**src/rtl/seq_det_pkg.sv**
```systemverilog
// rtl/seq_det_pkg.sv - shared types and defaults for the serial pattern detector
// Contents: state_t (ST_IDLE, ST_FILL, ST_ARMED), PAT_W_DEF, WIN_LEN_DEF.
package seq_det_pkg;

  typedef enum logic [1:0] {
    ST_IDLE  = 2'd0,
    ST_FILL  = 2'd1,
    ST_ARMED = 2'd2
  } state_t;

  localparam int PAT_W_DEF   = 8;
  localparam int WIN_LEN_DEF = 40;

endpackage

```
**src/rtl/seq_win_timer.sv**
```systemverilog
// rtl/seq_win_timer.sv - observation window counter with per-window hit verdict
// Optional macro: SEQ_DET_MATCH_CNT_EN adds the saturating match_cnt output.
// Ports:
//   clk, rst_n   clock, synchronous active-low reset
//   run          detector armed; counter advances every cycle while high
//   restart      reconfiguration strobe; window restarts at 0, no win_done
//   hit          a match completes on this clock edge
//   win_done     1-cycle pulse after the counter's last value
//   win_hit      OR of hits in the finished window, held until next win_done
//   match_cnt    (optional) saturating hit count of the finished window
module seq_win_timer #(
  parameter int WIN_LEN = 40,
  parameter int WIN_W   = 6
) (
  input  logic             clk,
  input  logic             rst_n,
  input  logic             run,
  input  logic             restart,
  input  logic             hit,
  output logic             win_done,
  output logic             win_hit
`ifdef SEQ_DET_MATCH_CNT_EN
  ,
  output logic [WIN_W-1:0] match_cnt
`endif
);

  logic [WIN_W-1:0] cnt;
  logic             acc;
  logic             last;

  assign last = (cnt == WIN_W'(WIN_LEN - 1));

`ifdef SEQ_DET_MATCH_CNT_EN
  logic [WIN_W-1:0] cnt_acc;
  logic [WIN_W-1:0] cnt_sum;
  // Saturate at all-ones rather than wrapping.
  assign cnt_sum = (cnt_acc == '1) ? cnt_acc : cnt_acc + WIN_W'(hit);

  always_ff @(posedge clk) begin
    if (!rst_n) begin
      cnt_acc   <= '0;
      match_cnt <= '0;
    end else if (restart) begin
      cnt_acc <= '0;
    end else if (run) begin
      if (last) begin
        match_cnt <= cnt_sum;
        cnt_acc   <= '0;
      end else begin
        cnt_acc <= cnt_sum;
      end
    end
  end
`endif

  always_ff @(posedge clk) begin
    if (!rst_n) begin
      cnt      <= '0;
      acc      <= 1'b0;
      win_done <= 1'b0;
      win_hit  <= 1'b0;
    end else if (restart) begin
      // Restart beats a coincident wrap: the old window is abandoned silently.
      cnt      <= '0;
      acc      <= 1'b0;
      win_done <= 1'b0;
      win_hit  <= 1'b0;
    end else if (run) begin
      if (last) begin
        cnt      <= '0;
        acc      <= 1'b0;
        win_done <= 1'b1;
        win_hit  <= acc | hit;  // a hit on the final cycle still belongs here
      end else begin
        cnt      <= cnt + WIN_W'(1);
        acc      <= acc | hit;
        win_done <= 1'b0;
      end
    end else begin
      win_done <= 1'b0;
    end
  end

endmodule

```
**src/rtl/seq_detector_param.sv**
```systemverilog
// rtl/seq_detector_param.sv - runtime-loadable serial pattern detector with windowed verdict
// Optional macro: SEQ_DET_MATCH_CNT_EN adds match_cnt [WIN_W-1:0].
// Ports:
//   clk, rst_n              clock, synchronous active-low reset
//   cfg_load                strobe latching cfg_pattern / cfg_overlap and (re)arming
//   cfg_pattern[PAT_W]      pattern, MSB received first
//   cfg_overlap             1 = overlapping matches allowed
//   seq_in, in_valid        serial data bit and its qualifier
//   match                   1-cycle pulse after the completing bit
//   win_done, win_hit       window end pulse and held window verdict
//   armed                   detector loaded and running
//   match_cnt               (optional) matches in the finished window
module seq_detector_param
  import seq_det_pkg::*;
#(
  parameter int PAT_W   = PAT_W_DEF,
  parameter int WIN_LEN = WIN_LEN_DEF,
  parameter int WIN_W   = 6
) (
  input  logic             clk,
  input  logic             rst_n,
  input  logic             cfg_load,
  input  logic [PAT_W-1:0] cfg_pattern,
  input  logic             cfg_overlap,
  input  logic             seq_in,
  input  logic             in_valid,
  output logic             match,
  output logic             win_done,
  output logic             win_hit,
  output logic             armed
`ifdef SEQ_DET_MATCH_CNT_EN
  ,
  output logic [WIN_W-1:0] match_cnt
`endif
);

  localparam int FILL_W = $clog2(PAT_W + 1);

  state_t            state;
  logic [PAT_W-1:0]  hist;
  logic [PAT_W-1:0]  pat_q;
  logic              ovl_q;
  logic [FILL_W-1:0] fill;

  logic [PAT_W-1:0]  hist_next;
  logic              active;
  logic              full_next;
  logic              hit;

  assign hist_next = {hist[PAT_W-2:0], seq_in};
  assign active    = (state != ST_IDLE);
  // With the current bit included, the history holds PAT_W fresh bits.
  assign full_next = (fill >= FILL_W'(PAT_W - 1));
  // cfg_load suppresses a coincident completing bit.
  assign hit       = active && !cfg_load && in_valid && full_next && (hist_next == pat_q);
  assign armed     = active;

  always_ff @(posedge clk) begin
    if (!rst_n) begin
      state <= ST_IDLE;
      hist  <= '0;
      pat_q <= '0;
      ovl_q <= 1'b0;
      fill  <= '0;
      match <= 1'b0;
    end else if (cfg_load) begin
      state <= ST_FILL;
      hist  <= '0;
      pat_q <= cfg_pattern;
      ovl_q <= cfg_overlap;
      fill  <= '0;
      match <= 1'b0;
    end else if (active && in_valid) begin
      hist  <= hist_next;
      match <= hit;
      if (hit && !ovl_q) begin
        // Non-overlapping: next match must be built from fresh bits only.
        fill  <= '0;
        state <= ST_FILL;
      end else begin
        if (fill != FILL_W'(PAT_W)) fill <= fill + FILL_W'(1);
        if (full_next) state <= ST_ARMED;
      end
    end else begin
      match <= 1'b0;
    end
  end

  seq_win_timer #(
    .WIN_LEN (WIN_LEN),
    .WIN_W   (WIN_W)
  ) u_win_timer (
    .clk       (clk),
    .rst_n     (rst_n),
    .run       (active),
    .restart   (cfg_load),
    .hit       (hit),
    .win_done  (win_done),
    .win_hit   (win_hit)
`ifdef SEQ_DET_MATCH_CNT_EN
    ,
    .match_cnt (match_cnt)
`endif
  );

endmodule
```
**config.mk**
```make
export PLATFORM = sky130hd
export DESIGN_NAME = seq_detector_param
export DESIGN_NICKNAME = d
export VERILOG_FILES = /design/src/rtl/seq_det_pkg.sv /design/src/rtl/seq_win_timer.sv /design/src/rtl/seq_detector_param.sv
export SDC_FILE = /design/constraint.sdc
export NUM_CORES = 1
export LEC_CHECK = 0
export ABC_AREA = 1
export ABC_CLOCK_PERIOD_IN_PS = 2500
export BUFFER_PORTS_ARGS = -buffer_cell sky130_fd_sc_hd__buf_4
export CAP_MARGIN = 10
export CORE_MARGIN = 2
export CORE_UTILIZATION = 60
export DETAILED_ROUTE_END_ITERATION = 6
export PLACE_DENSITY = 0.91
export SETUP_SLACK_MARGIN = 0.1
export SLEW_MARGIN = 20
export SYNTH_ARGS = -nofsm -noshare
export SYNTH_HDL_FRONTEND = slang
export SYNTH_SLANG_ARGS = --single-unit
```
**constraint.sdc**
```tcl
create_clock -name clk -period 2.5 [get_ports clk]
set_clock_uncertainty 0.2 [all_clocks]
set_input_delay 0.5 -clock clk [delete_from_list [all_inputs] [get_ports clk]]
set_output_delay 0.5 -clock clk [all_outputs]
set_load 0.01 [all_outputs]
```
==> impl_metrics.csv <==
group,metric,value,unit
global_route,grt_usage,25.9,%
critical_path,crit_chain,"ha_1, a21oi_1, nor2_2, inv_1, nor2_1, nand3_1, o21ai_0, nor2_1",
drt,met2_wirelength,1460,um
placed_design,dp.final_hpwl,2290,um
global_route,grt_max_degree,16,
power,static-leakage-power,0.759,nW
critical_path,slowest_stage,"dfxtp_1",
critical_path,worstPathArrival,1780,ps
timing,slew_headroom,74.3,%
logic_synthesis,synth-compound-area-share,15.8,%
critical_path,r2r_slack,760,ps
timing,rsz0062_at_grt,"false",
critical_path,cp-end-kind,"register",
critical_path,start_kind,"register",
layout,fin_nets,233,
critical_path,path_delay_family,"simple AND/OR/NAND/NOR gates",
drt,m1WireLength,1390,um
floorplanning,core,0.00223,sq mm
critical_path,r2r-end,"fill[1]",
drt,routedWlPerCell,12.5,um
clock_tree,hold_buffers,0,
layout,seqCellArea,641,sq um
timing,fmax,575,MHz
placed_design,pre_cts_ws,762,ps
critical_path,startpoint,"fill[0]",
timing,fin_crit_sh,69.5,%
power,powerDensity,644,mW/mm^2
logic_synthesis,synth_top_area_share,44.5,%
outcome,status,"finished, final reports clean",
placed_design,gp_congestion,0.842,
placed_design,dp.cells,237,
drt,drc,0,
worst_hold_path,hold_class,"in2reg",
logic_synthesis,ys_seq_area_share,44.5,%
global_route,grt_antenna_before_repair,0,
power,ir_drop,0.545,mV
global_route,grt_pass1_wl,5130,um
timing,drv_slew,0,
layout,final_common_cell,"dfxtp_1",
floorplanning,start_util,64.5,%
clock_tree,cts_resized,0,
critical_path,cp_max_fo,4,
drt,wl,3050,um
drt,ant_nets,0,
layout,drive_gt1_share,17.5,%
floorplanning,rows,17,
critical_path,endpoint,"fill[1]",
critical_path,rr_worst_depth,8,
layout,fillCellCount,170,
logic_synthesis,post-synth-top-area-cell,"dfxtp_1",
clock_tree,cts.sinks,32,
clock_tree,insertion_delay,340,ps
critical_path,cp_num_buf_inv,1,
run,timing.max_cap.violations,0,
clock_tree,postCtsSetupBuffers,0,
logic_synthesis,synth_fa_ha_area_share,2.61,%
logic_synthesis,synth_nets,211,
floorplanning,io_pins,18,
layout,multi_input_area,668,sq um
critical_path,crit_top_cell,"nor2_1",
critical_path,path_class,"reg2reg",
timing,setup_violations,0,
logic_synthesis,synthXorXnorAreaFrac,3.04,%
drt,via_count,1317,
timing,timing.final.ws_setup,762,ps
placed_design,portBuffers,17,
drt,first_pass_iters,4,
drt,viasPerCell,5.38,
timing,worstMarginPinSlew,385,ps
layout,diodes,0,
drt,drt-initial-drc-count,31,
placed_design,placed_cell_area,0.00160,sq mm
timing,tns,0,ps
clock_tree,htreeDepth,2,
timing,layout_min_cycle_time,1740,ps
logic_synthesis,ys_ff_latch,32,
global_route,grt_overflow,0,
clock_tree,clkSlewWorstSetupHoldPaths,110,ps
timing,hold_violations,0,
logic_synthesis,yosys.area_share.simple,24.9,%
logic_synthesis,yosysWarningCount,0,
logic_synthesis,synth_cells,194,
logic_synthesis,avgSynthCellArea,7.42,sq um
logic_synthesis,synth_area,0.00144,sq mm
critical_path,cp.depth,8,
layout,final_cells,245,
floorplanning,die_h,53.0,um
drt,met3_length,128,um
layout,fin_area,0.00169,sq mm
layout,final_cell_mix,"dfxtp_1 (32), inv_1 (29), nand2_1 (25)",
global_route,grt_pass1_vias,1239,
logic_synthesis,synth.area.mux_share,0,%
logic_synthesis,synth_area_leaders,"dfxtp_1 (44%), inv_1 (7.6%), a21oi_1 (6.6%)",
logic_synthesis,synth_top_family_by_area,"simple AND/OR/NAND/NOR gates",
floorplanning,die_area,0.00281,sq mm
clock_tree,cts_buffers,5,
floorplanning,fp.dieW,53.0,um
clock_tree,cts_root_buf,"clkbuf_4",
layout,synthToLayoutAreaGrowth,17.4,%
critical_path,slowest_delay,390,ps
logic_synthesis,ys_types,26,
drt,routed.top_layer,"met4",
critical_path,worstPathRequired,2540,ps
clock_tree,clock_path_buffers,2,
clock_tree,cts_tree,"done",
critical_path,rr_startpoint,"fill[0]",
==> tightest hold or removal path: cells and delay by family <==
kind / cells / cell delay (ps)
simple gates: 2 / 110
buf+inv: 1 / 80
==> cell usage after synthesis <==
| master | instances |
|---|---|
| a211oi_1 | 1 |
| a21oi_1 | 19 |
| a21oi_2 | 1 |
| a31oi_1 | 1 |
| and3_1 | 2 |
| buf_4 | 1 |
| clkbuf_1 | 2 |
| dfxtp_1 | 32 |
| ha_1 | 3 |
| inv_1 | 29 |
| inv_2 | 2 |
| nand2_1 | 25 |
| nand2_2 | 2 |
| nand2_4 | 2 |
| nand3_1 | 9 |
| nand3_2 | 1 |
| nand4_1 | 4 |
| nor2_1 | 24 |
| nor2_2 | 3 |
| nor3_1 | 3 |
| nor3b_1 | 1 |
| o211ai_1 | 2 |
| o21ai_0 | 19 |
| or2_2 | 1 |
| xnor2_1 | 2 |
| xor2_1 | 3 |
==> metrics by stage <==
stage	power, mW	hold WS (ps)	utilization [%]
finish	1.09	185	75.7
global route	1.13	178	75.7
CTS	1.09	182	75.7
detailed placement	0.654	267	71.4
global placement	0.648	269	71.4
floorplan	0.616	237	-
==> sequential cells by signal (all words and copies together), names as in the netlist <==
name	cells
u_win_timer.win_hit	1
pat_q	8
u_win_timer.acc	1
u_win_timer.win_done	1
u_win_timer.cnt	6
fill	4
ovl_q	1
hist	7
match	1
state	2
==> worst min path at each step <==
stage / startpoint / endpoint / slack [ps] / cells after the start
4_1_cts: cfg_pattern[0] / pat_q[0] / 180 / 3
3_3_place_gp: pat_q[5] / pat_q[5] / 270 / 2
5_1_grt: cfg_pattern[0] / pat_q[0] / 180 / 3
6_report: cfg_pattern[2] / pat_q[2] / 190 / 3
2_1_floorplan: u_win_timer.acc / u_win_timer.acc / 240 / 2
3_5_place_dp: pat_q[5] / pat_q[5] / 270 / 2
==> cell type report <==
class                   count  area share [%]
multi-input cells         128            39.5
inverters                  31            6.88
clock buffers               7            3.85
flip-flops and latches     32            37.9
clock inverters             1            1.78
repair buffers             18            7.99
well taps                  28            2.07
==> per-layer routing <==
metal | GRT usage (%) | up-vias
met3 | 9.89 | 12
met5 | 0 | -
met2 | 42.3 | 31
met1 | 29.5 | 599
met4 | 12.4 | 0
li1 | - | 675
==> cell families (layout without fill, tap and decap cells) <==
logic type / count (synthesis) / count (layout)
DFF: 32 / 32
AOI/OAI and AO/OA: 43 / 43
xor gates and xnor gates: 5 / 5
buffers and inverters: 34 / 57
adders and majority gates: 3 / 3
and+or+nand+nor: 77 / 77
==> report_power, final <==
part | internal (mW) | switching, mW
Sequential | 0.527 | 0.0115
Clock | 0.265 | 0.178
Combinational | 0.0441 | 0.0622
Total | 0.836 | 0.251
(Power assumes the default switching activity.)
